`config.mk`:
```
export PLATFORM = sky130hd
export DESIGN_NAME = uart_frame_parser
export DESIGN_NICKNAME = d
export VERILOG_FILES = /design/src/rtl/uart_pkg.sv /design/src/rtl/uart_frame_buf.sv /design/src/rtl/uart_frame_parser.sv
export SDC_FILE = /design/constraint.sdc
export NUM_CORES = 1
export LEC_CHECK = 0
export ABC_AREA = 1
export BUFFER_PORTS_ARGS = -buffer_cell sky130_fd_sc_hd__buf_2
export CAP_MARGIN = 20
export CORE_MARGIN = 3
export CORE_UTILIZATION = 50
export CTS_CLUSTER_DIAMETER = 60
export CTS_CLUSTER_SIZE = 12
export DETAILED_ROUTE_END_ITERATION = 7
export PLACE_DENSITY = 0.67
export SLEW_MARGIN = 20
export SYNTH_ARGS = -nofsm -noshare
export SYNTH_HDL_FRONTEND = slang
export SYNTH_SLANG_ARGS = --single-unit
```
`constraint.sdc`:
```
create_clock -name clk -period 2.6 [get_ports clk]
set_input_delay 0.26 -clock clk [delete_from_list [all_inputs] [get_ports clk]]
set_output_delay 0.26 -clock clk [all_outputs]
set_load 0.05 [all_outputs]
```
`src/rtl/uart_pkg.sv`:
```
// Shared definitions for the UART framing stage: FSM state encodings and the
// default start-of-frame byte.
package uart_pkg;

  localparam logic [2:0] ST_IDLE    = 3'd0;
  localparam logic [2:0] ST_LEN     = 3'd1;
  localparam logic [2:0] ST_PAYLOAD = 3'd2;
  localparam logic [2:0] ST_CSUM    = 3'd3;
  localparam logic [2:0] ST_HOLD    = 3'd4;

  localparam logic [7:0] SOF_DEFAULT = 8'hA5;

  // True while a frame is partially received and the inter-byte gap matters.
  function automatic logic is_collecting(input logic [2:0] st);
    return (st == ST_LEN) || (st == ST_PAYLOAD) || (st == ST_CSUM);
  endfunction

endpackage

```
`src/rtl/uart_frame_buf.sv`:
```
// Payload buffer: DEPTH x 8 memory with one write port and a registered read
// port (one-cycle latency, read data resets to 0).
module uart_frame_buf #(
  parameter int DEPTH = 16,
  parameter int AW    = 4
) (
  input  logic          clk,
  input  logic          rst,
  input  logic          wr_en,
  input  logic [AW-1:0] wr_addr,
  input  logic [7:0]    wr_data,
  input  logic [AW-1:0] rd_addr,
  output logic [7:0]    rd_data
);

  logic [7:0] mem [DEPTH];

  always_ff @(posedge clk) begin
    if (wr_en) mem[wr_addr] <= wr_data;
  end

  always_ff @(posedge clk or posedge rst) begin
    if (rst) rd_data <= 8'd0;
    else     rd_data <= mem[rd_addr];
  end

endmodule

```
`src/rtl/uart_frame_parser.sv`:
```
// Length-prefixed, checksummed frame parser behind a UART receiver.
// Optional inter-byte timeout is built when FRAME_TIMEOUT_EN is defined.
module uart_frame_parser
  import uart_pkg::*;
#(
  parameter logic [7:0] SOF            = SOF_DEFAULT,
  parameter int         MAX_LEN        = 16,
  parameter int         TIMEOUT_CYCLES = 50_000,
  localparam int        AW             = (MAX_LEN > 1) ? $clog2(MAX_LEN) : 1
) (
  input  logic          clk,
  input  logic          rst,
  input  logic          rx_done,
  input  logic [7:0]    rx_byte,
  output logic          frame_valid,
  input  logic          frame_ack,
  output logic [7:0]    frame_len,
  input  logic [AW-1:0] rd_addr,
  output logic [7:0]    rd_data,
  output logic          crc_err,
  output logic          overflow_err,
  output logic          timeout_err
);

  // Handshakes: rx_done is a valid-only strobe with no backpressure; a byte
  // arriving while a frame is held is dropped and flagged. frame_valid stays
  // high until a cycle with frame_ack=1; the frame is released on that cycle.

  if (MAX_LEN < 1 || MAX_LEN > 255 || TIMEOUT_CYCLES < 1) begin : g_param_check
    $error("uart_frame_parser: MAX_LEN must be 1..255 and TIMEOUT_CYCLES >= 1");
  end

  localparam logic [7:0] MAX_LEN_B = 8'(MAX_LEN);

  logic [2:0] state;
  logic [2:0] state_nx;
  logic [7:0] len_q;
  logic [7:0] sum_q;
  logic [7:0] idx_q;
  logic [7:0] idx_inc;
  logic [7:0] csum_total;
  logic       is_sof;
  logic       len_too_big;
  logic       tmo_hit;
  logic       load_len;
  logic       wr_en;
  logic       accept;
  logic       crc_nx;
  logic       ovf_nx;

  assign idx_inc     = idx_q + 8'd1;
  assign csum_total  = sum_q + rx_byte;
  assign is_sof      = (rx_byte == SOF);
  assign len_too_big = (rx_byte > MAX_LEN_B);
  assign frame_valid = (state == ST_HOLD);

  always_ff @(posedge clk or posedge rst) begin
    if (rst) state <= ST_IDLE;
    else     state <= state_nx;
  end

  always_comb begin
    state_nx = state;
    case (state)
      ST_IDLE: if (rx_done && is_sof) state_nx = ST_LEN;
      ST_LEN: begin
        if (rx_done) begin
          if (len_too_big)          state_nx = ST_IDLE;
          else if (rx_byte == 8'd0) state_nx = ST_CSUM;
          else                      state_nx = ST_PAYLOAD;
        end
      end
      ST_PAYLOAD: if (rx_done && idx_inc == len_q) state_nx = ST_CSUM;
      ST_CSUM: if (rx_done) state_nx = (csum_total == 8'd0) ? ST_HOLD : ST_IDLE;
      // An ack releases the frame; a byte in the same cycle is judged as in IDLE.
      ST_HOLD: if (frame_ack) state_nx = (rx_done && is_sof) ? ST_LEN : ST_IDLE;
      default: state_nx = ST_IDLE;
    endcase
    if (tmo_hit) state_nx = ST_IDLE;
  end

  always_comb begin
    load_len = 1'b0;
    wr_en    = 1'b0;
    accept   = 1'b0;
    crc_nx   = 1'b0;
    ovf_nx   = 1'b0;
    case (state)
      ST_LEN: begin
        load_len = rx_done;
        ovf_nx   = rx_done && len_too_big;
      end
      ST_PAYLOAD: wr_en = rx_done;
      ST_CSUM: begin
        accept = rx_done && (csum_total == 8'd0);
        crc_nx = rx_done && (csum_total != 8'd0);
      end
      ST_HOLD: ovf_nx = rx_done && !frame_ack;
      default: ;
    endcase
  end

  always_ff @(posedge clk or posedge rst) begin
    if (rst) begin
      len_q        <= 8'd0;
      sum_q        <= 8'd0;
      idx_q        <= 8'd0;
      frame_len    <= 8'd0;
      crc_err      <= 1'b0;
      overflow_err <= 1'b0;
    end else begin
      crc_err      <= crc_nx;
      overflow_err <= ovf_nx;
      if (load_len) begin
        len_q <= rx_byte;
        sum_q <= rx_byte;
        idx_q <= 8'd0;
      end else if (wr_en) begin
        sum_q <= csum_total;
        idx_q <= idx_inc;
      end
      if (accept) frame_len <= len_q;
    end
  end

`ifdef FRAME_TIMEOUT_EN
  localparam int CW = $clog2(TIMEOUT_CYCLES + 1);

  logic [CW-1:0] gap_cnt;
  logic          collecting;

  assign collecting = is_collecting(state);
  assign tmo_hit    = collecting && !rx_done && (gap_cnt == CW'(TIMEOUT_CYCLES - 1));

  always_ff @(posedge clk or posedge rst) begin
    if (rst) begin
      gap_cnt     <= '0;
      timeout_err <= 1'b0;
    end else begin
      timeout_err <= tmo_hit;
      if (rx_done || !collecting || tmo_hit) gap_cnt <= '0;
      else                                   gap_cnt <= gap_cnt + CW'(1);
    end
  end
`else
  assign tmo_hit     = 1'b0;
  assign timeout_err = 1'b0;
`endif

  uart_frame_buf #(
    .DEPTH (MAX_LEN),
    .AW    (AW)
  ) u_buf (
    .clk     (clk),
    .rst     (rst),
    .wr_en   (wr_en),
    .wr_addr (idx_q[AW-1:0]),
    .wr_data (rx_byte),
    .rd_addr (rd_addr),
    .rd_data (rd_data)
  );

endmodule

```
==> out/summary.txt <==
==========================================================================================
Routed vias                                                                           5296
Layout cell share with drive strength beyond 1                                       16.8%
Setup slack at placement                                                          0.355 ns
Ranking of synthesized cells by instance count                                sky130_fd_sc_hd__nand2_1, sky130_fd_sc_hd__edfxtp_1, sky130_fd_sc_hd__inv_1
Multiplexer area fraction after synthesis                                            4.10%
Post-route worst setup slack                                                      0.369 ns
Power per Cell Area                                                             825 mW/mm2
Core Rows                                                                               45
Multi-input logic area                                                         0.00239 mm2
Max H-tree Level                                                                         4
Mapped cell area                                                               0.00780 mm2
Cells after Synth                                                                      704
Shortest clock period the worst path allows after layout                           2.23 ns
Dominant synthesized flop cell                                                sky130_fd_sc_hd__edfxtp_1
Total die area                                                                  0.0171 mm2
GRT Total Usage                                                                      21.3%
Vertical die dimension                                                              131 um
Post-synthesis net count                                                               732
Area growth from synthesis to layout                                                 15.7%
Number of buffers created by CTS                                                        17
Clock tree skew after final layout                                              0.00909 ns
Count of placed standard cells including taps                                          954
Share of the clock period used by the worst path                                     85.8%
Clock tree root driver cell                                                   sky130_fd_sc_hd__clkbuf_16
Clock slew at the register clock pins of the worst setup and hold paths            0.07 ns
Sink count of the clock tree                                                           173
Worst-Skew Late Latency                                                            0.42 ns
Peak supply drop                                                                    541 uV
IO Pins                                                                                 36
Most common cell in the synthesized netlist                                   sky130_fd_sc_hd__nand2_1
Leakage Power                                                                   0.00384 uW
Count of buffers added by post-CTS timing repair for setup                               0
Post-Route WL                                                                     17500 um
Wire length per cell                                                               17.8 um
Critical path class                                                           register to register
Antenna violations before repair                                                         0
Type of the tightest min-delay check                                          primary input to register
Leading post-synthesis cells by cell area                                     sky130_fd_sc_hd__edfxtp_1, sky130_fd_sc_hd__dfrtp_1, sky130_fd_sc_hd__nand2_1, sky130_fd_sc_hd__mux2i_1, sky130_fd_sc_hd__inv_1
Number of nets at the end of the flow                                                  791
Share of synthesized cell area in and, or, nand and nor gates                        14.4%
Critical Path RT                                                                   2.91 ns
Number of failing setup endpoints in the final timing report                             0
Placed wire-length estimate                                                       11800 um
Fraction of synthesized cell area in xor and xnor cells                             0.337%
Fillcell total                                                                        1258
Congestion Overflow GR                                                                   0
CTS Buffer Depth                                                                         2
Wire length of the first global-routing pass                                      27200 um
Result of the run                                                             finished, final reports clean
Arrival time reported for the critical path endpoint                               2.54 ns
RSZ-0062 raised after global routing                                                    no
Share of flip-flops with an asynchronous set or reset after synthesis                26.0%
Last weighted congestion value of the routability-driven placer                      0.858
Crit path launch type                                                             register
Max Cap Violations                                                                       0
Final hold viol count                                                                    0
Setup TNS after final layout                                                          0 ns
Pin slew with the least headroom to its limit                                     0.767 ns
DRC                                                                                      0
Compound-gate portion of the synthesized area                                        9.81%
TritonCTS clock tree                                                                 built
Flip-flop and latch area                                                       0.00497 mm2
Number of global-route vias before repair                                             5027
# port buffers                                                                          34
ANT cells                                                                                0
Starting utilization of the core area                                                51.2%
Dominant combinational cell family by area after synthesis                    simple AND/OR/NAND/NOR gates
Final Core Density                                                                   59.2%
Avg Vias per Cell                                                                     5.37
Yosys Warn Count                                                                         0
Die width                                                                           131 um
Share of synthesized cell area in full adder, half adder and majority cells          2.02%
Avg Cell Area, Syn                                                                11.1 um2
Number of max-slew violations in the final report                                        0
Number of flops mapped to enable cells by yosys                                        128
Pin count of the biggest net entering global routing                                    59
Non-Filler Instances                                                                   987
Area fraction of the dominant cell type after synthesis                              49.2%
Worst-case headroom to the max-slew limit                                            48.8%
1st-iter DRT viols                                                                     391
Number of distinct library cells after synthesis                                        36
Sequential fraction of the synthesis area                                            63.7%
Achievable frequency                                                               448 MHz
CORE AREA                                                                       0.0153 mm2
Kind of end point of the critical path                                            register
Largest driver fanout on the critical path                                              10
Cell taking the most area after synthesis                                     sky130_fd_sc_hd__edfxtp_1
Antenna Nets Post-Route                                                                  0
Worst slack on hold paths                                                         0.138 ns
Number of search-and-repair iterations in the first detailed-routing pass                5
Count of state elements after synthesis                                                173
==========================================================================================
power by group:
group / internal, uW / switching [uW]
Sequential: 3150 / 146
Clock: 1680 / 1050
Combinational: 485 / 944
timing repair:
item | in CTS | in global routing
gates resized for setup | 0 | 0
hold endpoints to repair | 20 | 0
hold buffers | 1 | 0
metrics by stage:
| step | cell area (um2) | total power [uW] |
|---|---|---|
| floorplan | 7800 | 4380 |
| global placement | 8360 | 4740 |
| detailed placement | 8360 | 4770 |
| CTS | 9030 | 7480 |
| global route | 9030 | 7780 |
| finish | 9030 | 7450 |
placed cells by master, fill, tap and decap left out, types with 3 or more instances in the layout:
cell / count
sky130_fd_sc_hd__nand2_1: 130
sky130_fd_sc_hd__edfxtp_1: 128
sky130_fd_sc_hd__inv_1: 78
sky130_fd_sc_hd__o21ai_0: 50
sky130_fd_sc_hd__dfrtp_1: 45
sky130_fd_sc_hd__nand3_1: 40
sky130_fd_sc_hd__o211ai_1: 36
sky130_fd_sc_hd__a21oi_1: 34
sky130_fd_sc_hd__buf_4: 34
sky130_fd_sc_hd__nor2_1: 33
sky130_fd_sc_hd__buf_2: 33
sky130_fd_sc_hd__mux2i_1: 32
sky130_fd_sc_hd__clkbuf_16: 21
sky130_fd_sc_hd__ha_1: 11
sky130_fd_sc_hd__nand3_2: 7
sky130_fd_sc_hd__nand2_2: 7
sky130_fd_sc_hd__o21ai_1: 6
sky130_fd_sc_hd__nand4_1: 5
sky130_fd_sc_hd__inv_2: 5
sky130_fd_sc_hd__nor2_2: 4
sky130_fd_sc_hd__nand2_4: 3
sky130_fd_sc_hd__nor3_1: 3
path summary, 6_finish.rpt:
check | from | end | slack, ns | cells after the start
worst min-delay path | frame_ack | state[2] | 0.14 | 4
worst min register to register | frame_len[5] | frame_len[5] | 0.47 | 2
worst max-delay path | sum_q[0] | frame_len[3] | 0.37 | 11
min in group asynchronous | rst | idx_q[6] | 0.53 | 3
worst max register to register | sum_q[0] | frame_len[3] | 0.37 | 11
max in group asynchronous | rst | frame_len[6] | 1.46 | 4
registers in the layout, summed over array words and instances (netlist names):
signal	count
frame_len	8
state	3
len_q	8
crc_err	1
idx_q	8
u_buf.rd_data	8
u_buf.mem	128
sum_q	8
overflow_err	1
cell families (layout without fill, tap and decap cells):
kind of cell    Yosys count  after routing
mux                      32             32
flops                   173            173
xor+xnor                  3              3
other cells               1              1
fa+ha+maj                12             12
simple gates            240            240
compound gates          132            132
buf+inv                 111            183
layout make-up:
cell class / count / area share, %
Sequential cell: 173 / 55.1
Multi-Input combinational cell: 420 / 26.5
Clock buffer: 22 / 5.97
Timing Repair Buffer: 68 / 4.77
Inverter: 83 / 3.45
Tap cell: 211 / 2.92
Clock inverter: 10 / 1.30
worst max-delay path: stages, from the launching register on:
cell and delay (ns):
sky130_fd_sc_hd__dfrtp_1 0.39, sky130_fd_sc_hd__ha_1 0.25, sky130_fd_sc_hd__fa_1 0.45, sky130_fd_sc_hd__xor2_1 0.20
sky130_fd_sc_hd__nor2_1 0.14, sky130_fd_sc_hd__nand3_2 0.11, sky130_fd_sc_hd__nor2_4 0.11, sky130_fd_sc_hd__nand2_4 0.08
sky130_fd_sc_hd__nor2_8 0.16, sky130_fd_sc_hd__nand2_4 0.10, sky130_fd_sc_hd__nand2_1 0.07, sky130_fd_sc_hd__nand2_1 0.06
per-layer routing:
layer | part of all wire (%) | track usage [%] | vias up | wire (um)
met5 | 0 | 0 | - | 0
met4 | 2.2 | 8.05 | 0 | 394
met3 | 4.9 | 3.70 | 26 | 863
met2 | 48 | 34.6 | 151 | 8440
met1 | 45 | 28.8 | 2563 | 7830
li1 | - | - | 2556 | -
No activity file was read; power rests on OpenSTA's default activity.
